$ cat src/rtl/mem_arb_pkg.sv
// Shared types for the instruction-fetch / load-store memory port arbiter.
// State and owner encodings are exported so checkers can bind to them.
package mem_arb_pkg;

    typedef enum logic [1:0] {
        IDLE = 2'd0,
        REQ  = 2'd1,
        RESP = 2'd2
    } arb_state_e;

    typedef enum logic [1:0] {
        OWN_NONE = 2'd0,
        OWN_IF   = 2'd1,
        OWN_D    = 2'd2
    } arb_owner_e;

endpackage

$ cat src/rtl/mem_arb_pick.sv
// Priority rule between fetch and data: data wins unless fetch is starved.
// Pure combinational so the rule can be unit-tested on its own.
module mem_arb_pick (
    input  logic i_if_req,
    input  logic i_d_req,
    input  logic i_starved,
    output logic o_pick_if,
    output logic o_pick_d
);

    always_comb begin
        o_pick_if = 1'b0;
        o_pick_d  = 1'b0;
        if (i_if_req && i_starved) begin
            o_pick_if = 1'b1;
        end else if (i_d_req) begin
            o_pick_d = 1'b1;
        end else if (i_if_req) begin
            o_pick_if = 1'b1;
        end
    end

endmodule

$ cat src/rtl/mem_port_arbiter.sv
// Shares one single-ported memory between fetch and load/store, one transaction
// in flight; the response is steered back to whichever requester owns it.
module mem_port_arbiter
    import mem_arb_pkg::*;
#(
    parameter int ADDR_WIDTH   = 32,
    parameter int DATA_WIDTH   = 32,
    parameter int STARVE_LIMIT = 4
) (
    input  logic                               i_clk,
    input  logic                               i_rst_n,
    input  logic                               i_if_req,
    input  logic [ADDR_WIDTH-1:0]              i_if_addr,
    output logic                               o_if_gnt,
    output logic                               o_if_rvalid,
    output logic [DATA_WIDTH-1:0]              o_if_rdata,
    input  logic                               i_d_req,
    input  logic                               i_d_we,
    input  logic [ADDR_WIDTH-1:0]              i_d_addr,
    input  logic [DATA_WIDTH-1:0]              i_d_wdata,
    input  logic [DATA_WIDTH/8-1:0]            i_d_wstrb,
    output logic                               o_d_gnt,
    output logic                               o_d_rvalid,
    output logic [DATA_WIDTH-1:0]              o_d_rdata,
    output logic                               o_mem_req,
    output logic                               o_mem_we,
    output logic [ADDR_WIDTH-1:0]              o_mem_addr,
    output logic [DATA_WIDTH-1:0]              o_mem_wdata,
    output logic [DATA_WIDTH/8-1:0]            o_mem_wstrb,
    input  logic                               i_mem_gnt,
    input  logic                               i_mem_rvalid,
    input  logic [DATA_WIDTH-1:0]              i_mem_rdata,
    output logic [1:0]                         o_dbg_state,
    output logic [$clog2(STARVE_LIMIT+1)-1:0]  o_dbg_starve_cnt
);

    localparam int CNT_W = $clog2(STARVE_LIMIT + 1);
    localparam logic [CNT_W-1:0] STARVE_MAX = CNT_W'(STARVE_LIMIT);

    // Handshakes: a requester holds req (and its payload) until its gnt pulse,
    // which fires combinationally in the IDLE cycle the request is captured.
    // Towards memory, o_mem_req and payload are held until i_mem_gnt; exactly
    // one i_mem_rvalid follows, no earlier than the cycle after i_mem_gnt.

    arb_state_e              state_q, state_d;
    arb_owner_e              owner_q, owner_d;
    logic [CNT_W-1:0]        starve_q, starve_d;
    logic                    mem_req_q, mem_req_d;
    logic                    mem_we_q, mem_we_d;
    logic [ADDR_WIDTH-1:0]   mem_addr_q, mem_addr_d;
    logic [DATA_WIDTH-1:0]   mem_wdata_q, mem_wdata_d;
    logic [DATA_WIDTH/8-1:0] mem_wstrb_q, mem_wstrb_d;

    logic pick_if;
    logic pick_d;
    logic starved;

    assign starved = (starve_q == STARVE_MAX);

    mem_arb_pick u_pick (
        .i_if_req  (i_if_req),
        .i_d_req   (i_d_req),
        .i_starved (starved),
        .o_pick_if (pick_if),
        .o_pick_d  (pick_d)
    );

    always_comb begin
        state_d     = state_q;
        owner_d     = owner_q;
        starve_d    = starve_q;
        mem_req_d   = mem_req_q;
        mem_we_d    = mem_we_q;
        mem_addr_d  = mem_addr_q;
        mem_wdata_d = mem_wdata_q;
        mem_wstrb_d = mem_wstrb_q;
        o_if_gnt    = 1'b0;
        o_d_gnt     = 1'b0;
        o_if_rvalid = 1'b0;
        o_d_rvalid  = 1'b0;

        case (state_q)
            IDLE: begin
                if (pick_if) begin
                    o_if_gnt    = 1'b1;
                    owner_d     = OWN_IF;
                    state_d     = REQ;
                    mem_req_d   = 1'b1;
                    mem_we_d    = 1'b0;
                    mem_addr_d  = i_if_addr;
                    mem_wdata_d = '0;
                    mem_wstrb_d = '0;
                    starve_d    = '0;
                end else if (pick_d) begin
                    o_d_gnt     = 1'b1;
                    owner_d     = OWN_D;
                    state_d     = REQ;
                    mem_req_d   = 1'b1;
                    mem_we_d    = i_d_we;
                    mem_addr_d  = i_d_addr;
                    mem_wdata_d = i_d_wdata;
                    mem_wstrb_d = i_d_we ? i_d_wstrb : '0;
                    // Only grants made over a waiting fetch count towards starvation.
                    if (!i_if_req) begin
                        starve_d = '0;
                    end else if (starve_q != STARVE_MAX) begin
                        starve_d = starve_q + 1'b1;
                    end
                end
            end
            REQ: begin
                if (i_mem_gnt) begin
                    mem_req_d = 1'b0;
                    state_d   = RESP;
                end
            end
            RESP: begin
                o_if_rvalid = i_mem_rvalid && (owner_q == OWN_IF);
                o_d_rvalid  = i_mem_rvalid && (owner_q == OWN_D);
                if (i_mem_rvalid) begin
                    state_d = IDLE;
                    owner_d = OWN_NONE;
                end
            end
            default: begin
                state_d   = IDLE;
                owner_d   = OWN_NONE;
                mem_req_d = 1'b0;
            end
        endcase
    end

    always_ff @(posedge i_clk or negedge i_rst_n) begin
        if (!i_rst_n) begin
            state_q     <= IDLE;
            owner_q     <= OWN_NONE;
            starve_q    <= '0;
            mem_req_q   <= 1'b0;
            mem_we_q    <= 1'b0;
            mem_addr_q  <= '0;
            mem_wdata_q <= '0;
            mem_wstrb_q <= '0;
        end else begin
            state_q     <= state_d;
            owner_q     <= owner_d;
            starve_q    <= starve_d;
            mem_req_q   <= mem_req_d;
            mem_we_q    <= mem_we_d;
            mem_addr_q  <= mem_addr_d;
            mem_wdata_q <= mem_wdata_d;
            mem_wstrb_q <= mem_wstrb_d;
        end
    end

    assign o_if_rdata       = i_mem_rdata;
    assign o_d_rdata        = i_mem_rdata;
    assign o_mem_req        = mem_req_q;
    assign o_mem_we         = mem_we_q;
    assign o_mem_addr       = mem_addr_q;
    assign o_mem_wdata      = mem_wdata_q;
    assign o_mem_wstrb      = mem_wstrb_q;
    assign o_dbg_state      = state_q;
    assign o_dbg_starve_cnt = starve_q;

endmodule
$ cat config.mk
export PLATFORM = sky130hd
export DESIGN_NAME = mem_port_arbiter
export DESIGN_NICKNAME = d
export VERILOG_FILES = /design/src/rtl/mem_arb_pkg.sv /design/src/rtl/mem_arb_pick.sv /design/src/rtl/mem_port_arbiter.sv
export SDC_FILE = /design/constraint.sdc
export NUM_CORES = 1
export LEC_CHECK = 0
export ABC_CLOCK_PERIOD_IN_PS = 2300
export BUFFER_PORTS_ARGS = -buffer_cell sky130_fd_sc_hd__buf_2
export CELL_PAD_IN_SITES_DETAIL_PLACEMENT = 1
export CELL_PAD_IN_SITES_GLOBAL_PLACEMENT = 1
export CORE_UTILIZATION = 30
export CTS_BUF_LIST = sky130_fd_sc_hd__clkbuf_4
export CTS_CLUSTER_SIZE = 10
export DETAILED_ROUTE_END_ITERATION = 10
export PLACE_DENSITY = 0.86
export SYNTH_ARGS = -nofsm -noshare
export SYNTH_HDL_FRONTEND = slang
export SYNTH_SLANG_ARGS = --single-unit
$ cat constraint.sdc
create_clock -name i_clk -period 2.3 [get_ports i_clk]
set_clock_uncertainty 0.1 [all_clocks]
set_input_delay 0.345 -clock i_clk [delete_from_list [all_inputs] [get_ports i_clk]]
set_output_delay 0.345 -clock i_clk [all_outputs]
set_load 0.05 [all_outputs]
==> flow_metrics.env <==
export IMPL_antenna_cells=0
export IMPL_htreeDepth=3
export IMPL_vias=3597
export IMPL_crit_path_end_kind="output pin"
export IMPL_dieArea_um2=13800
export IMPL_worstSetupPathType="flop to output pin"
export IMPL_layout_drive_gt1_share_pct=42.7
export IMPL_yosys_area_top_type="dfrtp_1"
export IMPL_syn_nets=526
export IMPL_clockRootBuffer="clkbuf_4"
export IMPL_layout_cells_non_filler=696
export IMPL_drc=0
export IMPL_drt_iter0_drc=161
export IMPL_status="complete, no violations"
export IMPL_syn_avg_cell_area_um2=10.4
export IMPL_design_area_um2=5040
export IMPL_clk_path_buf_depth=2
export IMPL_synthTopCellsByCount="77 x dfrtp_1, 65 x buf_4, 34 x nand3_1"
export IMPL_grt_start_max_net_pins=66
export IMPL_post_cts_buffers=0
export IMPL_tritoncts="built"
export IMPL_clock_sinks=77
export IMPL_setup_violations=0
export IMPL_tightestPinTransition_ns=0.619
export IMPL_die_height_um=117
export IMPL_initial_core_util_pct=31.2
export IMPL_core_area_um2=12800
export IMPL_gr_usage_all_layers_pct=18.8
export IMPL_ys_types=32
export IMPL_gp_congestion=0.811
export IMPL_power_density_nw_per_um2=1570
export IMPL_path_max_fanout=3
export IMPL_rsz0062_at_grt="no"
export IMPL_period_needed_ns=2.17
export IMPL_min_from="i_d_wstrb[0]"
export IMPL_drv_cap=0
export IMPL_final_hold_violation_count=0
export IMPL_synth_ff_type="dfrtp_1"
export IMPL_r2r_start="o_dbg_state[0]$_DFFE_PN0P_"
export IMPL_grt_pass1_vias=3967
export IMPL_io_pins=282
export IMPL_syn_to_final_growth_pct=26.4
export IMPL_fin_crit_sh_pct=94.6
export IMPL_crit_start="o_dbg_starve_cnt[0]$_DFFE_PN0P_"
export IMPL_max_vdd_ir_drop_uv=652
export IMPL_synthesis_area_um2=3990
export IMPL_ys_ff_latch=77
export IMPL_final_util_pct=39.5
export IMPL_synthesis_yosys_warnings=0
export IMPL_antenna_found_initial=0
export IMPL_synthArstFlopShare_pct=100
export IMPL_rr_worst_depth=4
export IMPL_clkSlewWorstSetupHoldPaths_ns=0.13
export IMPL_fp_row_count=41
export IMPL_grt_first_pass_wirelength_mm=20.5
export IMPL_layout_nets=660
export IMPL_viasPerCell=5.17
export IMPL_grt_overflow=0
export IMPL_dp_cells=647
export IMPL_cp_data_arrival_time_ns=1.73
export IMPL_cp_endpoint="o_if_gnt"
export IMPL_yosysTopAreaCellShare_pct=48.3
export IMPL_io_buffers=185
export IMPL_synth_area_leaders="dfrtp_1 48%, buf_4 12%, a22o_1 7.2%, o211ai_1 5.3%, nand4_1 5.0%"
export IMPL_synth_edf_count=0
export IMPL_wirelength_mm=12.6
export IMPL_die_x_um=117
export IMPL_dr_pass1_iters=4
export IMPL_holdCritPathClass="input port to flop"
export IMPL_maxSlewViolCount=0
export IMPL_r2r_slack_ns=0.53
export IMPL_dp_hpwl_mm=8.22
export IMPL_cp_start_kind="flop"
export IMPL_max_slew_margin_rel_pct=58.7
export IMPL_p_leak_nw=2.43
export IMPL_syn_inst=385
export IMPL_synth_most_common_cell="dfrtp_1"
export IMPL_r2r_end="o_mem_addr[18]$_DFFE_PN0P_"
export IMPL_seq_area_frac_synth_pct=48.3
export IMPL_dpl_cell_area_um2=4540
export IMPL_cp_data_required_time_ns=1.86
export IMPL_worstSkewPairLatency_ns=0.43
export IMPL_wire_per_inst_um=18.1
export IMPL_cts_made_buffers=9
export IMPL_postRouteAntennaNets=0
export IMPL_clock_fmax_ghz=0.460
==> placed cells by master (no fill, tap or decap), drive strengths merged, types with 4 or more instances in the layout <==
cell type	count
dfrtp	77
a32o	6
o211ai	32
clkbuf	9
inv	4
nand2	5
o21ai	35
dlygate4sd3	33
nand3	34
buf	194
nor2	5
nand4	32
a22o	33
clkinv	4
==> state kept, by name, indices dropped and copies added, names as in the netlist <==
| signal | flops |
|---|---|
| o_mem_wdata | 32 |
| o_dbg_starve_cnt | 3 |
| owner_q | 2 |
| o_mem_req | 1 |
| o_mem_we | 1 |
| o_mem_addr | 32 |
| o_mem_wstrb | 4 |
| o_dbg_state | 2 |
==> logic make-up after synthesis <==
group / after synthesis / synth area share, %
simple gates: 84 / 11.9
flops: 77 / 48.3
buf+inv: 108 / 17.8
compound gates: 114 / 21.4
fa+ha+maj: 2 / 0.627
==> layout make-up <==
class                      count  area [µm²]
clock inverter                 7        90.1
inverter                       4        15.0
fill                        1480        7730
timing repair buffer         227        1360
tap                          172         215
sequential                    77        1930
clock buffer                   9        67.6
multi-input combinational    200        1370
==> critical path, stage by stage (launching register included) <==
cell     delay [ns]
dfrtp_1        0.42
inv_1          0.11
ha_2           0.21
a21bo_1        0.16
nand2_1        0.09
nor2_2         0.15
buf_6          0.17
==> worst min-delay path by stage <==
stage / to / slack [ns] / cells after the start
final: o_mem_wstrb[0]$_DFFE_PN0P_ / 0.06 / 2
after global routing: o_mem_wstrb[0]$_DFFE_PN0P_ / 0.004 / 2
after CTS: o_mem_wdata[0]$_DFFE_PN0P_ / 0.002 / 2
after detailed placement: o_mem_addr[13]$_DFFE_PN0P_ / 0.25 / 1
after global placement: o_mem_addr[13]$_DFFE_PN0P_ / 0.24 / 1
after floorplan: o_dbg_starve_cnt[0]$_DFFE_PN0P_ / -0.05 / 0
==> routing by layer <==
metal	global-route usage, %	vias up	routed length, µm
li1	-	1631	-
met1	20.4	1766	5070
met2	33.1	153	6430
met3	4.47	47	716
met4	11.4	0	418
met5	0	-	0
==> power breakdown <==
group          switching [W]  internal (W)  total [W]
Sequential          0.000384       0.00196    0.00234
Combinational        0.00344       0.00120    0.00463
Clock               0.000509      0.000435   0.000944
Total                0.00433       0.00359    0.00792
==> repair_timing <==
| action | in CTS | in global routing |
|---|---|---|
| hold buffers | 32 | 1 |
| setup endpoints to repair | 2 | 3 |
| gates cloned | 0 | 0 |
| hold endpoints to repair | 66 | 1 |
| resized for setup | 3 | 5 |
==> per-stage QoR <==
stage / hold WS (ns) / setup TNS (ns) / total power (W) / worst slack [ns]
2_1_floorplan: -0.0506 / -0.562 / 0.00611 / -0.289
3_3_place_gp: 0.242 / 0 / 0.00683 / 0.464
3_5_place_dp: 0.252 / 0 / 0.00696 / 0.380
4_1_cts: 0.00195 / 0 / 0.00798 / 0.00591
5_1_grt: 0.00354 / 0 / 0.00835 / 0.00495
6_report: 0.0613 / 0 / 0.00792 / 0.125
Note: power is estimated with default switching activity, not from simulation.
